[src/rtl/pipe_hazard_ctrl_pkg.sv]
// Shared types for the pipeline hazard controller:
// scoreboard slot layout, memory-wait states, register index width.
package pipe_hazard_ctrl_pkg;

  localparam int REG_W = 4;

  typedef struct packed {
    logic             valid;
    logic             wb;
    logic             mem_r;
    logic             mem_w;
    logic [REG_W-1:0] dest;
  } slot_t;

  typedef enum logic {
    IDLE,
    WAIT
  } wait_st_t;

endpackage

[src/rtl/pipe_mem_wait_fsm.sv]
// Tracks multi-cycle SRAM waits for the instruction in MEM,
// with a bounded wait that forces release and latches an error.
module pipe_mem_wait_fsm
  import pipe_hazard_ctrl_pkg::*;
#(
  parameter int MEM_TIMEOUT = 255
) (
  input  logic clk,
  input  logic rst,
  input  logic mem_busy,
  input  logic mem_ready,
  output logic mem_stall,
  output logic mem_err
);

  localparam logic [7:0] TO = 8'(MEM_TIMEOUT);

  wait_st_t   st;
  logic [7:0] wait_cnt;
  logic       release_to;

  assign release_to = (st == WAIT) & (wait_cnt == TO);
  assign mem_stall  = mem_busy & ~release_to;

  always_ff @(posedge clk or posedge rst) begin
    if (rst) begin
      st       <= IDLE;
      wait_cnt <= '0;
      mem_err  <= 1'b0;
    end else begin
      unique case (st)
        IDLE: begin
          if (mem_busy) begin
            st       <= WAIT;
            wait_cnt <= '0;
          end
        end
        WAIT: begin
          if (mem_ready) begin
            st <= IDLE;
          end else if (wait_cnt == TO) begin
            st      <= IDLE;
            mem_err <= 1'b1;
          end else begin
            wait_cnt <= wait_cnt + 8'd1;
          end
        end
        default: st <= IDLE;
      endcase
    end
  end

endmodule

[src/rtl/pipe_hazard_ctrl.sv]
// Pipeline enable/clear generator: shadow EXE/MEM scoreboard,
// RAW hazard detection, branch flush and memory-wait freeze.
module pipe_hazard_ctrl
  import pipe_hazard_ctrl_pkg::*;
#(
  parameter bit FWD_EN      = 1'b0,
  parameter int MEM_TIMEOUT = 255
) (
  input  logic             clk,
  input  logic             rst,
  input  logic             id_valid,
  input  logic [REG_W-1:0] id_src1,
  input  logic [REG_W-1:0] id_src2,
  input  logic             id_two_src,
  input  logic             id_use_src1,
  input  logic             id_wb_en,
  input  logic             id_mem_r_en,
  input  logic             id_mem_w_en,
  input  logic [REG_W-1:0] id_dest,
  input  logic             exe_branch_taken,
  input  logic             mem_ready,
  output logic             pc_en,
  output logic             if_id_en,
  output logic             if_id_clr,
  output logic             id_ex_en,
  output logic             id_ex_clr,
  output logic             exe_mem_en,
  output logic             mem_wb_en,
  output logic             mem_err,
  output logic [31:0]      stall_cnt
);

  slot_t      exe_s, mem_s, id_s;
  logic       rd1, rd2;
  logic       hz_exe, hz_mem, hz;
  logic       mem_busy, mem_stall;
  logic       sel_br, sel_hz;
  logic [6:0] ctl;

  function automatic logic hit(
    input slot_t            s,
    input logic [REG_W-1:0] src
  );
    return s.valid & s.wb & (s.dest == src);
  endfunction

  assign rd1 = id_valid & id_use_src1;
  assign rd2 = id_valid & id_two_src;

  assign hz_exe = (rd1 & hit(exe_s, id_src1))
                | (rd2 & hit(exe_s, id_src2));
  assign hz_mem = (rd1 & hit(mem_s, id_src1))
                | (rd2 & hit(mem_s, id_src2));

  // With forwarding only a load still in EXE cannot be bypassed
  assign hz = FWD_EN ? (hz_exe & exe_s.mem_r)
                     : (hz_exe | hz_mem);

  assign mem_busy = mem_s.valid
                  & (mem_s.mem_r | mem_s.mem_w)
                  & ~mem_ready;

  pipe_mem_wait_fsm #(
    .MEM_TIMEOUT(MEM_TIMEOUT)
  ) u_wait (
    .clk      (clk),
    .rst      (rst),
    .mem_busy (mem_busy),
    .mem_ready(mem_ready),
    .mem_stall(mem_stall),
    .mem_err  (mem_err)
  );

  assign sel_br = ~mem_stall & exe_branch_taken;
  assign sel_hz = ~mem_stall & ~exe_branch_taken & hz;

  assign id_s = '{
    valid: 1'b1,
    wb:    id_wb_en,
    mem_r: id_mem_r_en,
    mem_w: id_mem_w_en,
    dest:  id_dest
  };

  always_comb begin
    ctl = 7'b1101011;
    unique case (1'b1)
      mem_stall: ctl = 7'b0000000;
      sel_br:    ctl = 7'b1111111;
      sel_hz:    ctl = 7'b0001111;
      default:   ctl = 7'b1101011;
    endcase
  end

  assign {pc_en, if_id_en, if_id_clr, id_ex_en,
          id_ex_clr, exe_mem_en, mem_wb_en} = ctl;

  always_ff @(posedge clk or posedge rst) begin
    if (rst) begin
      exe_s <= '0;
      mem_s <= '0;
    end else if (!mem_stall) begin
      mem_s <= exe_s;
      exe_s <= (id_valid & ~hz & ~exe_branch_taken)
             ? id_s : '0;
    end
  end

  always_ff @(posedge clk or posedge rst) begin
    if (rst) stall_cnt <= '0;
    else if (!pc_en) stall_cnt <= stall_cnt + 32'd1;
  end

endmodule
[config.mk]
export PLATFORM = sky130hd
export DESIGN_NAME = pipe_hazard_ctrl
export DESIGN_NICKNAME = d
export VERILOG_FILES = /design/src/rtl/pipe_hazard_ctrl_pkg.sv /design/src/rtl/pipe_mem_wait_fsm.sv /design/src/rtl/pipe_hazard_ctrl.sv
export SDC_FILE = /design/constraint.sdc
export NUM_CORES = 1
export LEC_CHECK = 0
export CORE_UTILIZATION = 35
export DETAILED_ROUTE_END_ITERATION = 8
export PLACE_DENSITY_LB_ADDON = 0.12
export SYNTH_ARGS = -nofsm -noshare
export SYNTH_HDL_FRONTEND = slang
export SYNTH_HIERARCHICAL = 1
export SYNTH_SLANG_ARGS = --single-unit
[constraint.sdc]
create_clock -name clk -period 2.45 [get_ports clk]
set_clock_uncertainty 0.15 [all_clocks]
set_input_delay 0.49 -clock clk [delete_from_list [all_inputs] [get_ports clk]]
set_output_delay 0.49 -clock clk [all_outputs]
set_load 0.05 [all_outputs]
======== After elaboration in Yosys (flattened, before gate mapping) ========
Index checks and enable logic that the tools add are counted.
cells by class
  $add $sub $neg .......................... 2
  eq/ne operators ......................... 8
  multiplexer cells ....................... 10
  bitwise operators ....................... 31
  reductions and logical operators ........ 2
operator list
  cell                     count
  $add A32 B1 Y32 const B  1
  $mux W8                  4
  $and A1 B1 Y1            21
  $pmux W7 S3              1
  $eq A4 B4 Y1             4
  $pmux W8 S2              1
  $add A8 B1 Y8 const B    1
  $eq A8 B8 Y1 const B     1
  $not A1 Y1               6
  $reduce_and A3 Y1        2
  $ne A2 B2 Y1 const B     2
  $or A1 B1 Y1             4
  $mux W1                  3
  $ne A2 B1 Y1 const B     1
  $pmux W1 S2              1
word-level totals
  flip-flop bits (word level) ............. 58
  input bits .............................. 22
  word-level logic and storage cells ...... 67

======== Logic depth before layout (Yosys ltp) ========
  depth after elaboration ................. 9
  gate-level depth with buffers ........... 10
  depth with buffers taken out ............ 7

======== By module ========
The synthesis kept the hierarchy.
modules (own cells, without submodules)
  module             times used  cells an instance  area an instance (µm²)  seq. area each (µm²)
  pipe_hazard_ctrl   1           218                2394.8                  1201.2
  pipe_mem_wait_fsm  1           54                 565.5                   250.2

======== Worst setup path before layout ========
Ideal clock, no wire load.
  path type ............................... reg2out
  from .................................... register u_wait.wait_cnt[0]
  to ...................................... output id_ex_clr
  data arrival time ....................... 2.303 ns
  required time ........................... 1.810 ns
  setup slack ............................. -0.493 ns
  stages on the path, launching flop included .. 9
  path buffers ............................ 3
  path through ............................ dfrtp_1 -> ha_1 -> and4_1 -> buf_6 -> nand4_1 -> o21a_1 -> clkbuf_1 -> clkbuf_1 -> nor2_1
between the ends
  word-level cells in the longest chain between the ends .. 8
  elaborated cells between the ends (all ways) .. 9
  classes of those cells .................. eq/ne (1); mux (1); bitwise (7)
RTL lines
  item                        line                                            RTL
  start: declaration          pipe_mem_wait_fsm.sv:19                         logic [7:0] wait_cnt;
  start signal: assignment    pipe_mem_wait_fsm.sv:45                         wait_cnt <= wait_cnt + 8'd1;
  $eq A8 B8 Y1 (*)            pipe_mem_wait_fsm.sv:22                         assign release_to = (st == WAIT) & (wait_cnt == TO);
  $and A1 B1 Y1 (*)           pipe_mem_wait_fsm.sv:22
  $not A1 Y1 (*)              pipe_mem_wait_fsm.sv:23                         assign mem_stall = mem_busy & ~release_to;
  $and A1 B1 Y1 (*)           pipe_mem_wait_fsm.sv:23
  via mem_stall               pipe_hazard_ctrl.sv:36                          logic mem_busy, mem_stall;
  $not A1 Y1                  pipe_hazard_ctrl.sv:74, pipe_hazard_ctrl.sv:75
  $and A1 B1 Y1 (2 in a row)  pipe_hazard_ctrl.sv:75                          assign sel_hz = ~mem_stall & ~exe_branch_taken & hz;
  $pmux W7 S3 (*)             pipe_hazard_ctrl.sv:87                          unique case (1'b1)
  end: declaration            pipe_hazard_ctrl.sv:26                          output logic id_ex_clr,
Mark *: on every way through the listed nets, which the timed path passes. The rest lies on a longest branch.

======== Final worst setup path ========
  from .................................... register u_wait.wait_cnt[1]
  to ...................................... output if_id_en
between the ends
  word-level cells in the longest chain between the ends .. 8
  elaborated cells between the ends (all ways) .. 9
  classes of those cells .................. eq/ne (1); mux (1); bitwise (7)
RTL lines
  item                        line                                            RTL
  $eq A8 B8 Y1 (*)            pipe_mem_wait_fsm.sv:22
  $and A1 B1 Y1 (*)           pipe_mem_wait_fsm.sv:22
  $not A1 Y1 (*)              pipe_mem_wait_fsm.sv:23
  $and A1 B1 Y1 (*)           pipe_mem_wait_fsm.sv:23
  via mem_stall               pipe_hazard_ctrl.sv:36
  $not A1 Y1                  pipe_hazard_ctrl.sv:74, pipe_hazard_ctrl.sv:75
  $and A1 B1 Y1 (2 in a row)  pipe_hazard_ctrl.sv:75
  $pmux W7 S3 (*)             pipe_hazard_ctrl.sv:87
  end: declaration            pipe_hazard_ctrl.sv:23                          output logic if_id_en,
Marks and branches as above.

==> impl_results.rst <==
.. list-table::
   :header-rows: 1

   * - Metric
     - Value
   * - Clock group share of total power
     - 0.397
   * - DR vias/cell
     - 4.90
   * - Min Hold Slack
     - 0.329 ns
   * - DRC
     - 0
   * - Number of global-route vias before repair
     - 2,361
   * - Adder-cell share of the synthesized area
     - 0.00845
   * - # hold bufs at CTS
     - 0
   * - Combinational share of power
     - 0.168
   * - Leakage power
     - 2.17 nW
   * - Fraction of synthesized cell area in xor and xnor cells
     - 0.142
   * - Floorplan die area
     - 8830 µm²
   * - Most instantiated library cell after synthesis
     - sky130_fd_sc_hd__dfrtp_1
   * - Layout cells sized above 1
     - 0.311
   * - Count of placed standard cells including taps
     - 448
   * - H-tree levels
     - 3
   * - Total overflow reported by the global router
     - 0
   * - Remaining antenna violation count after routing
     - 0
   * - Power share of the sequential group
     - 0.434
   * - Final estimated routing congestion in global placement
     - 0.789
   * - Fmax
     - 392 MHz
   * - Final worst path period need
     - 2.55 ns
   * - DIE HEIGHT
     - 94.0 µm
   * - Endpoint required time on the critical path
     - 1.81 ns
   * - Count of mapped cells out of synthesis
     - 272
   * - Worst-Margin Slew
     - 0.591 ns
   * - I/O pin total
     - 62
   * - Async set-or-reset flop fraction in the synthesized netlist
     - 1.00
   * - Clk root buf
     - sky130_fd_sc_hd__clkbuf_8
   * - Synth Flop Type
     - sky130_fd_sc_hd__dfrtp_1
   * - Sequential share of the synthesized area
     - 0.490
   * - Mapped Nets
     - 296
   * - Fraction of power spent switching nets
     - 0.268
   * - First-pass GRT wire length
     - 11,200 µm
   * - Largest family of logic cells by synthesized area
     - simple AND/OR/NAND/NOR gates
   * - Number of synthesized register bits
     - 58
   * - Final Max Tran Viols
     - 0
   * - RSZ-0062 raised after global routing
     - true
   * - Number of hold violations in the final report
     - 0
   * - Mux contribution to synthesized area
     - 0.0414
   * - Reported net switching power
     - 0.000660 W
   * - Internal power consumption
     - 0.00180 W
   * - Mean Syn Cell Area
     - 10.9 µm²
   * - Initial antenna violation count
     - 0
   * - Peak ir drop on the vdd network
     - 0.312 mV
   * - Normalized max-slew margin
     - 0.605
   * - Filler-free cell count of the finished design
     - 478
   * - Final worst path period share
     - 1.04
   * - Synth area leader
     - sky130_fd_sc_hd__dfrtp_1
   * - Number of flops mapped to enable cells by yosys
     - 0
   * - Router iterations before antenna repair
     - 4
   * - Antenna Diode Count
     - 0
   * - Area Growth Syn to Fin
     - 49.5%
   * - Count of maximum capacitance violations
     - 0
   * - Initial detailed-routing violation count
     - 73
   * - Top cells by instance count after synthesis
     - 58 x sky130_fd_sc_hd__dfrtp_1, 37 x sky130_fd_sc_hd__xor2_1, 16 x sky130_fd_sc_hd__nor2_1
   * - Number of distinct library cells after synthesis
     - 52
   * - Global routing usage summed across all routing layers
     - 0.166
   * - Starting density of the core
     - 0.360
   * - TritonCTS Buffers
     - 9
   * - Number of port buffers
     - 61
   * - Average wire length per cell after detail routing
     - 14.8 µm
   * - Clock transition at the registers of the reported paths
     - 0.07 ns
   * - Die width
     - 94.0 µm
   * - Post-Synthesis Cell Area
     - 2960 µm²
   * - Maximum clock path buffer count
     - 2
   * - Final setup violation count
     - 6
   * - Layout net count
     - 392
   * - Area share of the largest cell type after synthesis
     - 0.490
   * - Post-synthesis compound-gate area fraction
     - 0.0786
   * - Critical Path Source Type
     - flop
   * - PwrDens
     - 556 nW/µm²
   * - HPWL Detailed
     - 4550 µm
   * - Ys Warns
     - 6
   * - Via count
     - 2,340
   * - Leading cell types by total area after synthesis
     - sky130_fd_sc_hd__dfrtp_1 49%, sky130_fd_sc_hd__xor2_1 11%, sky130_fd_sc_hd__mux2_2 3.8%
   * - Clock network latency to the later pin of the worst-skew pair
     - 0.33 ns
   * - Category of the critical setup timing path
     - flop to primary output
   * - Row count
     - 33
   * - Crit end category
     - primary output
   * - Core outline area
     - 8220 µm²
   * - Crit path max fanout
     - 4
   * - Filler instances
     - 747
   * - WP data arrival
     - 1.91 ns
   * - Simple logic cell fraction of the synthesized area
     - 0.197
   * - Result of the run
     - finished, violations left
   * - Maximum number of pins on one net before global-route repair
     - 49
   * - Worst Slack Setup Final
     - -0.0979 ns
   * - TritonCTS clock tree
     - yes
   * - Worst Hold Class
     - flop to flop
   * - Sum of routed wire length over all layers
     - 7070 µm
   * - Violated checks
     - negative setup slack
   * - # clock sinks
     - 58
worst max-delay path, stage by stage (launching register included):
cell and delay [ns]:
sky130_fd_sc_hd__dfrtp_1 0.39, sky130_fd_sc_hd__ha_4 0.15, sky130_fd_sc_hd__and4_4 0.20, sky130_fd_sc_hd__nand4_1 0.09, sky130_fd_sc_hd__o21a_2 0.27, sky130_fd_sc_hd__a21oi_2 0.20
sky130_fd_sc_hd__buf_12 0.16, sky130_fd_sc_hd__buf_12 0.13
layout make-up:
type / instances / area [µm²] / share of cell area
timing repair buffer: 101 / 1000 / 0.226
inverter: 9 / 37.5 / 0.00848
tap: 105 / 131 / 0.0297
clock inverter: 6 / 80.1 / 0.0181
clock buffer: 10 / 138 / 0.0311
multi-input combinational: 189 / 1580 / 0.357
sequential: 58 / 1460 / 0.330
state kept, by name, indices dropped and copies added, names as in the netlist:
register	cells
mem_s	8
stall_cnt	32
exe_s	8
u_wait/mem_err	1
u_wait/st	1
u_wait/wait_cnt	8
worst paths after layout:
kind,startpoint,to,slack [ns],cells past startpoint
worst min-delay path,stall_cnt[31]$_DFFE_PP0N_,stall_cnt[31]$_DFFE_PP0N_,0.33,1
worst max register to register,stall_cnt[8]$_DFFE_PP0N_,stall_cnt[30]$_DFFE_PP0N_,0.12,7
worst min register to register,stall_cnt[31]$_DFFE_PP0N_,stall_cnt[31]$_DFFE_PP0N_,0.33,1
min in group asynchronous,rst,u_wait/wait_cnt[3]$_DFFE_PP0P_,0.34,2
worst max-delay path,u_wait/wait_cnt[1]$_DFFE_PP0P_,if_id_en,-0.1,7
max in group asynchronous,rst,stall_cnt[6]$_DFFE_PP0N_,1.52,3
layer usage:
layer	vias up	GRT usage	share of wire
met2	47	0.255	0.46
met3	5	0.0574	0.043
li1	1145	-	-
met5	-	0	0
met4	0	0.0423	0.0092
met1	1143	0.223	0.48
layout by cell type (no fill, tap or decap), types with 3 or more instances in the layout:
cell type,synthesis,routed
sky130_fd_sc_hd__nor3_1,13,11
sky130_fd_sc_hd__clkdlybuf4s50_1,0,43
sky130_fd_sc_hd__buf_8,0,4
sky130_fd_sc_hd__dfrtp_1,58,52
sky130_fd_sc_hd__buf_12,0,6
sky130_fd_sc_hd__nand2b_1,3,3
sky130_fd_sc_hd__and3_1,4,4
sky130_fd_sc_hd__xor2_1,37,37
sky130_fd_sc_hd__mux2_2,10,10
sky130_fd_sc_hd__nor4_4,0,6
sky130_fd_sc_hd__dlygate4sd2_1,0,9
sky130_fd_sc_hd__inv_1,8,6
sky130_fd_sc_hd__or2_2,3,3
sky130_fd_sc_hd__nor2_1,16,14
sky130_fd_sc_hd__xnor2_1,11,11
sky130_fd_sc_hd__dfrtp_2,0,6
sky130_fd_sc_hd__nor3_2,2,3
sky130_fd_sc_hd__a22o_1,7,7
sky130_fd_sc_hd__clkbuf_8,0,10
sky130_fd_sc_hd__clkinv_2,0,4
sky130_fd_sc_hd__nand2_1,15,15
sky130_fd_sc_hd__nand4_1,8,8
sky130_fd_sc_hd__nand3_1,11,11
sky130_fd_sc_hd__buf_4,3,35
power groups by stage:
stage                     combinational (W)  clock (W)  sequential [W]
after global routing               0.000454    0.00105         0.00108
after floorplan                    0.000168          0         0.00115
after detailed placement           0.000383          0         0.00108
final                              0.000415   0.000978         0.00107
after CTS                          0.000412    0.00101         0.00107
after global placement             0.000383          0         0.00108
cells by family (layout without fill, tap and decap cells):
family / count (synthesis) / after routing
buffers and inverters: 25 / 126
multiplexers: 11 / 11
adder cells (fa/ha/maj): 2 / 2
flip-flops: 58 / 58
AND/OR/NAND/NOR: 101 / 101
XOR/XNOR: 48 / 48
AO/OA/AOI/OAI: 27 / 27
metrics by stage:
| step | setup slack (ns) | TNS [ns] | instance area [µm²] | utilization | power (W) |
|---|---|---|---|---|---|
| global route | -0.198 | -0.959 | 4430 | 0.539 | 0.00258 |
| detailed placement | -0.290 | -7.42 | 3900 | 0.474 | 0.00147 |
| global placement | -0.285 | -6.90 | 3900 | 0.474 | 0.00147 |
| floorplan | -0.0168 | -0.0456 | 3040 | - | 0.00131 |
| CTS | -0.125 | -0.680 | 4200 | 0.511 | 0.00249 |
| finish | -0.0979 | -0.293 | 4430 | 0.539 | 0.00246 |
repair_timing:
item / CTS / global route
setup endpoints to repair: 7 / 24
hold endpoints to repair: 0 / 0
pin swaps: 13 / 11
setup buffers: 8 / 6
gates resized for setup: 16 / 31
Power figures use the tool's default switching activity.
